===== src/rtl/acc_pkg.sv =====
// rtl/acc_pkg.sv - shared state encoding and default widths for the accumulator driver
package acc_pkg;

  // Default widths shared with the accumulator core
  localparam int DEF_IN_DATA_WIDTH = 8;
  localparam int DEF_DWIDTH        = 16;
  localparam int DEF_CNT_WIDTH     = 8;

  typedef enum logic [1:0] {
    S_IDLE = 2'd0,
    S_RUN  = 2'd1,
    S_WAIT = 2'd2,
    S_DONE = 2'd3
  } state_t;

endpackage


===== src/rtl/acc_driver_beat_gen.sv =====
// rtl/acc_driver_beat_gen.sv - beat counter and arithmetic-progression number register
module acc_beat_gen
  import acc_pkg::*;
#(
  parameter int IN_DATA_WIDTH = DEF_IN_DATA_WIDTH,
  parameter int CNT_WIDTH     = DEF_CNT_WIDTH
) (
  input  logic                     clk,
  input  logic                     reset,
  input  logic                     load,
  input  logic                     advance,
  input  logic [CNT_WIDTH-1:0]     len,
  input  logic [IN_DATA_WIDTH-1:0] base,
  input  logic [IN_DATA_WIDTH-1:0] step,
  output logic [IN_DATA_WIDTH-1:0] number,
  output logic                     last
);

  logic [IN_DATA_WIDTH-1:0] r_number;
  logic [IN_DATA_WIDTH-1:0] r_step;
  logic [CNT_WIDTH-1:0]     r_len;
  logic [CNT_WIDTH-1:0]     r_cnt;

  // Load the job on start, then step the number and beat index once per beat
  always_ff @(posedge clk) begin
    if (reset) begin
      r_number <= '0;
      r_step   <= '0;
      r_len    <= '0;
      r_cnt    <= '0;
    end else if (load) begin
      r_number <= base;
      r_step   <= step;
      r_len    <= len;
      r_cnt    <= '0;
    end else if (advance) begin
      r_number <= r_number + r_step;
      r_cnt    <= r_cnt + CNT_WIDTH'(1);
    end
  end

  assign number = r_number;
  // len is never 0 once loaded, so len-1 cannot underflow in use
  assign last   = (r_cnt == r_len - CNT_WIDTH'(1));

endmodule


===== src/rtl/acc_driver.sv =====
// rtl/acc_driver.sv - job-level stream initiator with reference sum, capture and timeout
module acc_driver
  import acc_pkg::*;
#(
  parameter int IN_DATA_WIDTH = DEF_IN_DATA_WIDTH,
  parameter int DWIDTH        = DEF_DWIDTH,
  parameter int CNT_WIDTH     = DEF_CNT_WIDTH,
  parameter int TIMEOUT       = 16
) (
  input  logic                     clk,
  input  logic                     reset,
  input  logic                     start_i,
  input  logic [CNT_WIDTH-1:0]     len_i,
  input  logic [IN_DATA_WIDTH-1:0] base_i,
  input  logic [IN_DATA_WIDTH-1:0] step_i,
  output logic                     busy_o,
  output logic                     done_o,
  output logic [DWIDTH-1:0]        result_o,
  output logic [DWIDTH-1:0]        expected_o,
  output logic                     mismatch_o,
  output logic                     timeout_o,
  output logic [IN_DATA_WIDTH-1:0] number_o,
  output logic                     valid_o,
  output logic                     run_o,
  input  logic                     acc_valid_i,
  input  logic [DWIDTH-1:0]        acc_result_i
);

  localparam int             TW        = $clog2(TIMEOUT + 1);
  localparam logic [TW-1:0]  WAIT_LAST = TW'(TIMEOUT - 1);

  state_t                   r_state;
  logic                     r_busy;
  logic                     r_done;
  logic                     r_valid;
  logic                     r_run;
  logic                     r_mismatch;
  logic                     r_timeout;
  logic [DWIDTH-1:0]        r_result;
  logic [DWIDTH-1:0]        r_expected;
  logic [TW-1:0]            r_wait_cnt;

  logic                     w_load;
  logic                     w_advance;
  logic [IN_DATA_WIDTH-1:0] w_number;
  logic                     w_last;

  assign w_load    = (r_state == S_IDLE) && start_i && (len_i != '0);
  assign w_advance = (r_state == S_RUN);

  acc_beat_gen #(
    .IN_DATA_WIDTH (IN_DATA_WIDTH),
    .CNT_WIDTH     (CNT_WIDTH)
  ) u_beat_gen (
    .clk     (clk),
    .reset   (reset),
    .load    (w_load),
    .advance (w_advance),
    .len     (len_i),
    .base    (base_i),
    .step    (step_i),
    .number  (w_number),
    .last    (w_last)
  );

  // Job FSM: framing, reference sum, result capture, timeout and completion flags
  always_ff @(posedge clk) begin
    if (reset) begin
      r_state    <= S_IDLE;
      r_busy     <= 1'b0;
      r_done     <= 1'b0;
      r_valid    <= 1'b0;
      r_run      <= 1'b0;
      r_mismatch <= 1'b0;
      r_timeout  <= 1'b0;
      r_result   <= '0;
      r_expected <= '0;
      r_wait_cnt <= '0;
    end else begin
      case (r_state)
        S_IDLE: begin
          if (start_i) begin
            r_result   <= '0;
            r_expected <= '0;
            r_mismatch <= 1'b0;
            r_timeout  <= 1'b0;
            r_busy     <= 1'b1;
            if (len_i != '0) begin
              r_state <= S_RUN;
              r_valid <= 1'b1;
              r_run   <= 1'b1;
            end else begin
              // Empty job completes without touching the core
              r_state <= S_DONE;
              r_done  <= 1'b1;
            end
          end
        end
        S_RUN: begin
          r_expected <= r_expected + DWIDTH'(w_number);
          if (w_last) begin
            r_state    <= S_WAIT;
            r_valid    <= 1'b0;
            r_wait_cnt <= '0;
          end
        end
        S_WAIT: begin
          if (acc_valid_i) begin
            r_result   <= acc_result_i;
            r_mismatch <= (acc_result_i != r_expected);
            r_state    <= S_DONE;
            r_done     <= 1'b1;
            r_run      <= 1'b0;
          end else if (r_wait_cnt == WAIT_LAST) begin
            r_result   <= '0;
            r_timeout  <= 1'b1;
            r_mismatch <= 1'b1;
            r_state    <= S_DONE;
            r_done     <= 1'b1;
            r_run      <= 1'b0;
          end else begin
            r_wait_cnt <= r_wait_cnt + TW'(1);
          end
        end
        S_DONE: begin
          r_state <= S_IDLE;
          r_done  <= 1'b0;
          r_busy  <= 1'b0;
        end
        default: begin
          r_state <= S_IDLE;
        end
      endcase
    end
  end

  assign busy_o     = r_busy;
  assign done_o     = r_done;
  assign valid_o    = r_valid;
  assign run_o      = r_run;
  assign result_o   = r_result;
  assign expected_o = r_expected;
  assign mismatch_o = r_mismatch;
  assign timeout_o  = r_timeout;
  // Number bus is forced to zero whenever no beat is being presented
  assign number_o   = r_valid ? w_number : '0;

endmodule

===== config.mk =====
export PLATFORM = sky130hd
export DESIGN_NAME = acc_driver
export DESIGN_NICKNAME = d
export VERILOG_FILES = /design/src/rtl/acc_pkg.sv /design/src/rtl/acc_driver_beat_gen.sv /design/src/rtl/acc_driver.sv
export SDC_FILE = /design/constraint.sdc
export NUM_CORES = 1
export LEC_CHECK = 0
export CORE_MARGIN = 2
export CORE_UTILIZATION = 30
export DETAILED_ROUTE_END_ITERATION = 16
export GPL_ROUTABILITY_DRIVEN = 1
export GPL_TIMING_DRIVEN = 0
export SLEW_MARGIN = 10
export SYNTH_ARGS = -nofsm -noshare
export SYNTH_HDL_FRONTEND = slang
export SYNTH_HIERARCHICAL = 1
export SYNTH_SLANG_ARGS = --single-unit

===== constraint.sdc =====
create_clock -name clk -period 2.7 [get_ports clk]
set_input_delay 0.54 -clock clk [delete_from_list [all_inputs] [get_ports clk]]
set_output_delay 0.54 -clock clk [all_outputs]
set_load 0.01 [all_outputs]

==> out/qor.yml, run 1 <==
floorplanning:
  dieWidth_um: 125
  core_area_um2: 14400
  initial_utilization: 0.306
  die_y_um: 125
  dieArea_um2: 15700
  io_pins: 90
  rows: 44
routing:
  vias_per_cell: 5.12
  detail_route.wl_per_cell_um: 15.1
  drc: 0
  firstDrtPassIters: 8
  drt_iter0_markers: 251
  detailroute.via_count: 4215
  wl_um: 12400
  drt.antenna.violating_nets: 0
sta:
  worst_pin_slew_ns: 0.701
  fmaxAchievable_mhz: 395
  fin_crit_sh: 0.938
  setup_violations: 0
  finalClockSkew_ns: 0.00342
  slew_violations: 0
  setup_ws_ns: 0.167
  hold_violations: 0
  relSlewSlack: 0.531
  period_needed_ns: 2.53
global_route:
  overflow: 0
  antenna_found_initial: 0
  grt_pass1_vias: 4092
  grt_start_max_net_pins: 14
  grt_usage: 0.159
  grt_pass1_wl_um: 20500
logic_synthesis:
  syn-instance-count: 534
  synth_most_common_cell: "dfxtp_1"
  synthTopCellsByCount: "dfxtp_1 (77), nor2_1 (62), a21oi_1 (54)"
  muxShareOfSynthArea: 0.0616
  synth_ff_type: "dfxtp_1"
  yosysSeqAreaShare: 0.350
  synth_top_family_by_area: "simple AND/OR/NAND/NOR gates"
  netlist_area_um2: 4410
  synth_top_cell_by_area: "dfxtp_1"
  avgSynthCellArea_um2: 8.25
  yosysWarnings: 6
  synth_top_area_frac: 0.350
  ys_top_cells_by_area: "dfxtp_1 (35%), ha_1 (6.5%), a21oi_1 (6.1%), mux2i_1 (5.9%), nor2_1 (5.3%)"
  synthSimpleGateAreaFrac: 0.244
  ys_types: 56
  synth-edff-count: 0
  ys_async_sr_fraction: 0
  synth-adder-area-share: 0.0744
  yosys_register_bits: 77
  synth_compound_area_frac: 0.164
  syn-num-nets: 603
  synth-xor-area-share: 0.0695
clock_tree:
  cts_buffers: 9
  clk_latency_ns: 0.33
  htreeDepth: 3
  clk_pin_slew_ns: 0.06
  cts_hold_buf: 0
  cts_sinks: 77
  cts_buffer_depth: 2
  cts_root_buf: "clkbuf_16"
  cts_tree: "built"
critical_path:
  r2r-end: "r_state[1]"
  timing.critical_path.arrival_ns: 2.77
  ff2ff_setup_slack_ns: 0.17
  worst_r2r_path_depth: 10
  r2r_start: "u_beat_gen/r_len[0]"
  startpoint_type: "flop"
  crit_type: "flop to flop"
  crit_path_end_kind: "flop"
  cp_max_fo: 6
  required_ns: 2.94
place:
  dp_hpwl_um: 9670
  port_buffers: 89
  gp_congestion: 0.858
  place_area_um2: 5530
  pre_cts_ws_ns: -0.316
hold_path:
  worstHoldPathCells: 2
  hold_path_end: "result_o[9]"
  worst_hold_path_type: "flop to flop"
  hold_start: "result_o[9]"
finish:
  antenna_cells: 0
  final_area_um2: 5880
  nets: 704
  final_layout_size_suffix_gt1_frac: 0.0625
  area_growth_pct: 33.4
pwr:
  p_seq_frac: 0.328
  switching_power_mw: 1.70
  p_clk_frac: 0.269
  ir_worst_vdd_uv: 363
  sw_frac_of_total: 0.379
  pwr-share-comb: 0.403
  power_density_nw_per_um2: 763
  intPower_mw: 2.79
  p_leak_nw: 2.09
run_status:
  status: "finished clean"
flow_run:
  maxCapViolations: 0
## critical path, cell delays in order (launching register included)
cell,delay (ns)
dfxtp_2,0.39
inv_1,0.06
ha_1,0.30
xor2_1,0.14
o211ai_1,0.10
or4_4,0.54
nor4_4,0.27
inv_1,0.11
a21oi_2,0.22
nor2_1,0.06
a311oi_1,0.25
## cell families (layout without fill, tap and decap cells)
family	after synthesis	in the layout
compound gates	117	117
fa+ha+maj	25	25
buf+inv	40	146
mux	27	27
simple gates	213	213
flops	77	77
xor+xnor	35	35
## layer usage
| layer | GRT usage | wire length (um) |
|---|---|---|
| met5 | 0 | 0 |
| met3 | 0.0407 | 676 |
| met4 | 0.0503 | 242 |
| met2 | 0.261 | 5710 |
| met1 | 0.207 | 5820 |
## state kept, by name, indices dropped and copies added (netlist names), 2 cells and up
| signal | flops |
|---|---|
| r_wait_cnt | 5 |
| r_state | 2 |
| u_beat_gen/number | 8 |
| result_o | 16 |
| u_beat_gen/r_len | 8 |
| u_beat_gen/r_cnt | 8 |
| u_beat_gen/r_step | 8 |
| expected_o | 16 |
## repair_timing
item / in CTS / in global routing
pin swaps: 0 / 2
setup endpoints to repair: 6 / 29
setup buffers: 0 / 1
hold endpoints to repair: 0 / 0
resized for setup: 2 / 7
## worst max path at each step
stage / startpoint / to / depth (start not counted)
floorplan: u_beat_gen/r_len[0] / r_wait_cnt[2] / 10
global placement: len_i[5] / u_beat_gen/number[7] / 7
detailed placement: len_i[5] / u_beat_gen/r_len[1] / 7
CTS: u_beat_gen/r_len[1] / r_wait_cnt[3] / 10
global route: u_beat_gen/r_len[0] / r_state[1] / 10
finish: u_beat_gen/r_len[0] / r_state[1] / 10
## power groups by stage
stage | Combinational (mW) | Sequential, mW | Clock [mW]
after floorplan | 1.22 | 1.45 | 0
after global placement | 1.72 | 1.49 | 0
after detailed placement | 1.76 | 1.49 | 0
after CTS | 1.78 | 1.47 | 1.24
after global routing | 2.01 | 1.49 | 1.29
final | 1.81 | 1.47 | 1.21
## layout by cell type, fill, tap and decap left out, types with 5 or more instances in the layout
cell,Yosys,final
a21oi_1,54,52
and3_1,5,5
nand4_1,8,8
clkdlybuf4s50_1,0,89
o21ai_0,17,17
clkbuf_1,14,14
a22oi_1,7,7
o211ai_1,6,6
dfxtp_1,77,75
nand3_1,23,23
nand3b_1,7,7
nand2b_1,12,12
mux2i_1,26,26
nand2_1,41,41
or3_1,8,8
a211oi_1,7,7
inv_1,18,18
nor3_1,12,11
ha_1,23,23
xnor2_1,25,25
clkbuf_16,0,9
nor2_1,62,62
xor2_1,10,10
nor2b_1,8,8
and2_1,9,9
## layout make-up
class / count / area [um^2]
tap: 184 / 230
clock buffer: 10 / 239
inverter: 18 / 67.6
sequential: 77 / 1540
clock inverter: 6 / 62.6
timing repair buffer: 90 / 898
fill: 1446 / 8540
multi-input combinational: 417 / 2740
buffer: 22 / 96.3
## metrics by stage
stage / total power, mW / hold WS [ns] / utilization / setup TNS, ns / instances
2_1_floorplan: 2.67 / 0.454 / - / 0 / 534
3_3_place_gp: 3.21 / 0.443 / 0.383 / -7.30 / 807
3_5_place_dp: 3.25 / 0.443 / 0.383 / -7.80 / 807
5_1_grt: 4.79 / 0.470 / 0.408 / -0.00362 / 824
4_1_cts: 4.48 / 0.451 / 0.405 / 0 / 823
6_report: 4.49 / 0.450 / 0.408 / 0 / 824
Note: power is estimated with default switching activity, not from simulation.
==> run 2: changes to the inputs <==
SKIP_LAST_GASP = 1   (was not set)
==> run 2 against run 1 <==
Clock power about the same. Sequential share of layout area about the same. Worst setup slack got worse by 0.036 ns. Flip-flop and latch count unchanged. Register-to-register slack got worse by 0.04 ns. Hold slack about the same. Highest routed layer unchanged. Sequential power about the same. Cell area about the same.
==> out/qor.yml, run 2 (synthesized netlist as in run 1, its figures left out) <==
run_status:
  status: "finished clean"
finish:
  finish.utilization: 0.408
  mostFrequentLayoutCells: "clkdlybuf4s50_1 (89), dfxtp_1 (76), nor2_1 (62), a21oi_1 (52), nand2_1 (41)"
  final_area_um2: 5880
  mostFrequentLayoutCell: "clkdlybuf4s50_1"
  nets: 704
  antenna_cells: 0
  fin_cells: 824
  final_layout_size_suffix_gt1_frac: 0.0609
  area_growth_pct: 33.4
  fill_cells: 1445
critical_path:
  critical_path_buf_inv_count: 2
  crit_path_end_kind: "flop"
  cp_max_fo: 5
  crit_start: "u_beat_gen/r_len[1]"
  crit_chain: "inv_1 > ha_1 > xor2_1 > o211ai_1 > or4_4 > nor4_4 > inv_1 > a21oi_2 > nor2_1 > a311oi_1"
  cp_num_cells: 10
  r2r_start: "u_beat_gen/r_len[1]"
  cp_top_family: "simple AND/OR/NAND/NOR gates"
  required_ns: 2.93
  worst_r2r_path_depth: 10
  crit_type: "flop to flop"
  timing.critical_path.arrival_ns: 2.80
  crit_slowest_cell: "or4_4"
  crit_path_max_incr_delay_ns: 0.54
  crit_path_frequent_cell: "inv_1"
  startpoint_type: "flop"
place:
  dp_hpwl_um: 9670
  port_buffers: 89
  gp_congestion: 0.858
  pre_cts_ws_ns: -0.316
  place_area_um2: 5530
  dpl.cell_count: 807
routing:
  firstDrtPassIters: 5
  drc: 0
  wl_um: 12400
  detailroute.via_count: 4227
  drt_iter0_markers: 218
  vias_per_cell: 5.13
  detail_route.wl_per_cell_um: 15.1
  drt.antenna.violating_nets: 0
flow_run:
  maxCapViolations: 0
pwr:
  total_power_mw: 4.48
  power_density_nw_per_um2: 762
  p_leak_nw: 2.09
  ir_worst_vdd_uv: 357
sta:
  whs_ns: 0.450
  rsz0062_at_grt: "true"
  slew_violations: 0
  fmaxAchievable_mhz: 389
  period_needed_ns: 2.57
  fin_crit_sh: 0.951
  hold_violations: 0
  relSlewSlack: 0.559
  finalClockSkew_ns: 0.00574
  finalSetupTns_ns: 0
  setup_violations: 0
  worst_pin_slew_ns: 0.659
  setup_ws_ns: 0.131
clock_tree:
  cts_tree: "built"
  cts_sinks: 77
  cts_buffer_depth: 2
  cts_root_buf: "clkbuf_16"
  clk_latency_ns: 0.33
  clk_pin_slew_ns: 0.06
  cts_hold_buf: 0
  cts_buffers: 9
  htreeDepth: 3
global_route:
  grt_pass1_wl_um: 20500
  grt_pass1_vias: 4092
  antenna_found_initial: 0
  overflow: 0
  grt_start_max_net_pins: 14
  grt_usage: 0.159
hold_path:
  worst_hold_path_type: "flop to flop"
  hold_start: "result_o[9]"
  worstHoldPathCells: 2
floorplanning:
  die_y_um: 125
  dieWidth_um: 125
  io_pins: 90
  core_area_um2: 14400
  dieArea_um2: 15700
  rows: 44
  initial_utilization: 0.306
==> run 2: cell types whose count changed in the layout (fill, tap and decap cells not counted) <==
cell     change
dfxtp_1      +1
dfxtp_2      -1
==> run 2: layer usage <==
metal  up-vias  GRT usage  routed length (um)
li1       2103          -                   -
met1      1982      0.207                5710
met2       127      0.261                5820
met3        15     0.0407                 714
met4         0     0.0503                 191
met5         -          0                   0
==> run 2: area by class of cell <==
type	instances	area (um^2)	share of cell area
Buffer	22	96.3	0.0164
Clock buffer	10	239	0.0406
Clock inverter	6	62.6	0.0106
Inverter	18	67.6	0.0115
Multi-Input combinational cell	417	2740	0.467
Sequential cell	77	1540	0.262
Tap cell	184	230	0.0391
Timing Repair Buffer	90	898	0.153
==> run 2: report_power, final <==
group / internal (mW) / total [mW] / leakage (nW) / switching, mW
registers: 1.29 / 1.47 / 0.626 / 0.180
clock network: 0.737 / 1.20 / 0.140 / 0.467
logic: 0.761 / 1.81 / 1.33 / 1.05
total: 2.79 / 4.48 / 2.09 / 1.69
==> run 2: path summary, 6_finish.rpt <==
check | endpoint | slack, ns
worst max-delay path | r_state[1] | 0.13
worst min register to register | result_o[9] | 0.45
worst max register to register | r_state[1] | 0.13
worst min-delay path | result_o[9] | 0.45
==> run 2: timing repair <==
action	in CTS	in global routing
gates cloned	0	0
buffers inserted	0	1
endpoints found under the setup margin	6	29
pin swaps	0	1
gates resized for setup	2	6
==> run 2: tightest hold or removal path: cells and delay by family (launching register included) <==
kind | cells | cell delay [ns]
flops | 1 | 0.31
simple gates | 1 | 0.05
compound gates | 1 | 0.05
==> run 3: changes to the inputs <==
RECOVER_POWER = 50   (was not set)
==> run 3 against run 2 <==
Via count barely moved. Cell area about the same. Register-to-register slack barely moved. Total power is 0.45% lower. Clock skew fell by 0.00074 ns. Highest routed layer unchanged. Sequential share of layout area hardly changed. Maximum frequency grew 0.20%. Wire length up 0.29%. Critical path depth stayed put. Flip-flop and latch count stayed put. Critical endpoint unchanged. Utilization about the same. Non-clock buffer count did not move.
==> out/qor.yml, run 3 (synthesized netlist as in run 1, its figures left out) <==
clock_tree:
  cts_buffer_depth: 2
  cts_hold_buf: 0
  htreeDepth: 3
  cts_sinks: 77
  cts_root_buf: "clkbuf_16"
  cts_tree: "built"
  clk_pin_slew_ns: 0.06
  cts_buffers: 9
  clk_latency_ns: 0.33
floorplanning:
  die_y_um: 125
  dieWidth_um: 125
  core_area_um2: 14400
  initial_utilization: 0.306
  rows: 44
  dieArea_um2: 15700
  io_pins: 90
finish:
  final_layout_size_suffix_gt1_frac: 0.0578
  nets: 704
  antenna_cells: 0
  fill_cells: 1447
  mostFrequentLayoutCell: "dfxtp_1"
  mostFrequentLayoutCells: "dfxtp_1 (76), nor2_1 (62), a21oi_1 (52), clkdlybuf4s50_1 (50), nand2_1 (41)"
  finish.utilization: 0.408
  area_growth_pct: 33.4
sta:
  setup_violations: 0
  fmaxAchievable_mhz: 390
  relSlewSlack: 0.538
  slew_violations: 0
  worst_pin_slew_ns: 0.689
  rsz0062_at_grt: "true"
  fin_crit_sh: 0.950
  finalClockSkew_ns: 0.00500
  hold_violations: 0
  period_needed_ns: 2.56
critical_path:
  crit_type: "flop to flop"
  crit_path_end_kind: "flop"
  required_ns: 2.94
  r2r_start: "u_beat_gen/r_len[1]"
  worst_r2r_path_depth: 10
  timing.critical_path.arrival_ns: 2.80
  r2r-end: "r_state[1]"
  ff2ff_setup_slack_ns: 0.14
  cp_max_fo: 5
  startpoint_type: "flop"
pwr:
  power_density_nw_per_um2: 758
  ir_worst_vdd_uv: 361
  p_leak_nw: 2.21
  total_power_mw: 4.46
hold_path:
  worstHoldPathCells: 2
  hold_path_end: "result_o[11]"
  hold_start: "result_o[11]"
  worst_hold_path_type: "flop to flop"
flow_run:
  maxCapViolations: 0
routing:
  drt.antenna.violating_nets: 0
  vias_per_cell: 5.13
  detailroute.via_count: 4229
  drt_iter0_markers: 218
  drc: 0
  detail_route.wl_per_cell_um: 15.1
  wl_um: 12500
  firstDrtPassIters: 4
place:
  dp_hpwl_um: 9670
  gp_congestion: 0.858
  port_buffers: 89
global_route:
  grt_pass1_wl_um: 20500
  grt_usage: 0.159
  antenna_found_initial: 0
  grt_pass1_vias: 4092
  overflow: 0
  grt_start_max_net_pins: 14
run_status:
  status: "finished clean"
==> run 3: cell count changes in the layout (fill, tap and decap cells not counted), sizes merged <==
cell and change:
buf -1, clkbuf +1, clkdlybuf4s50 -39, dlygate4sd3 +39
==> run 3: cell type report <==
class / count / area (um^2) / area share
clock buffer: 10 / 239 / 0.0407
clock inverter: 6 / 62.6 / 0.0106
timing repair buffer: 90 / 898 / 0.153
multi-input combinational: 417 / 2740 / 0.467
inverter: 18 / 67.6 / 0.0115
sequential: 77 / 1540 / 0.262
buffer: 22 / 93.8 / 0.0160
tap: 184 / 230 / 0.0392
==> run 3: how the worst max path moves through the flow <==
| stage | depth (start not counted) | to | start | slack [ns] |
|---|---|---|---|---|
| final | 10 | r_state[1] | u_beat_gen/r_len[1] | 0.14 |
| after global routing | 10 | r_state[1] | u_beat_gen/r_len[1] | -0.03 |
| after CTS | 10 | r_wait_cnt[3] | u_beat_gen/r_len[1] | 0.006 |
| after detailed placement | 7 | u_beat_gen/r_len[1] | len_i[5] | -0.32 |
| after global placement | 7 | u_beat_gen/number[7] | len_i[5] | -0.31 |
| after floorplan | 10 | r_wait_cnt[2] | u_beat_gen/r_len[0] | 0.20 |
==> run 3: what timing repair did <==
item	in CTS	in global routing
cloned	0	0
resized for setup	2	6
pin swaps	0	1
endpoints found under the setup margin	6	29
setup buffers	0	1
==> run 3: metal layers <==
layer,vias to the layer above,share of wire,global-route usage
met5,-,0,0
li1,2098,-,-
met1,1971,0.46,0.207
met4,0,0.017,0.0503
met2,142,0.46,0.261
met3,18,0.061,0.0407
==> run 3: stage by stage <==
stage | hold slack [ns] | setup TNS [ns] | worst slack, ns | instances | instance area, um^2
after floorplan | 0.454 | 0 | 0.196 | 534 | 4410
after global placement | 0.443 | -7.30 | -0.308 | 807 | 5530
after detailed placement | 0.443 | -7.80 | -0.316 | 807 | 5530
after CTS | 0.451 | 0 | 0.00603 | 823 | 5840
after global routing | 0.467 | -0.0373 | -0.0333 | 824 | 5880
final | 0.451 | 0 | 0.136 | 824 | 5880
==> run 3: worst max-delay path, cell delays in order, from the launching register on <==
cell and delay [ns]:
dfxtp_1 0.41, inv_1 0.06, ha_1 0.28, xor2_1 0.15
o211ai_1 0.10, or4_4 0.54, nor4_4 0.27, inv_1 0.11
a21oi_2 0.22, nor2_1 0.06, a311oi_1 0.25
==> run 3: where the power goes <==
group          internal [mW]  total [mW]  leakage [nW]  switching, mW
clock network          0.737        1.21         0.140          0.471
logic                  0.735        1.78          1.45           1.05
registers               1.29        1.47         0.626          0.179
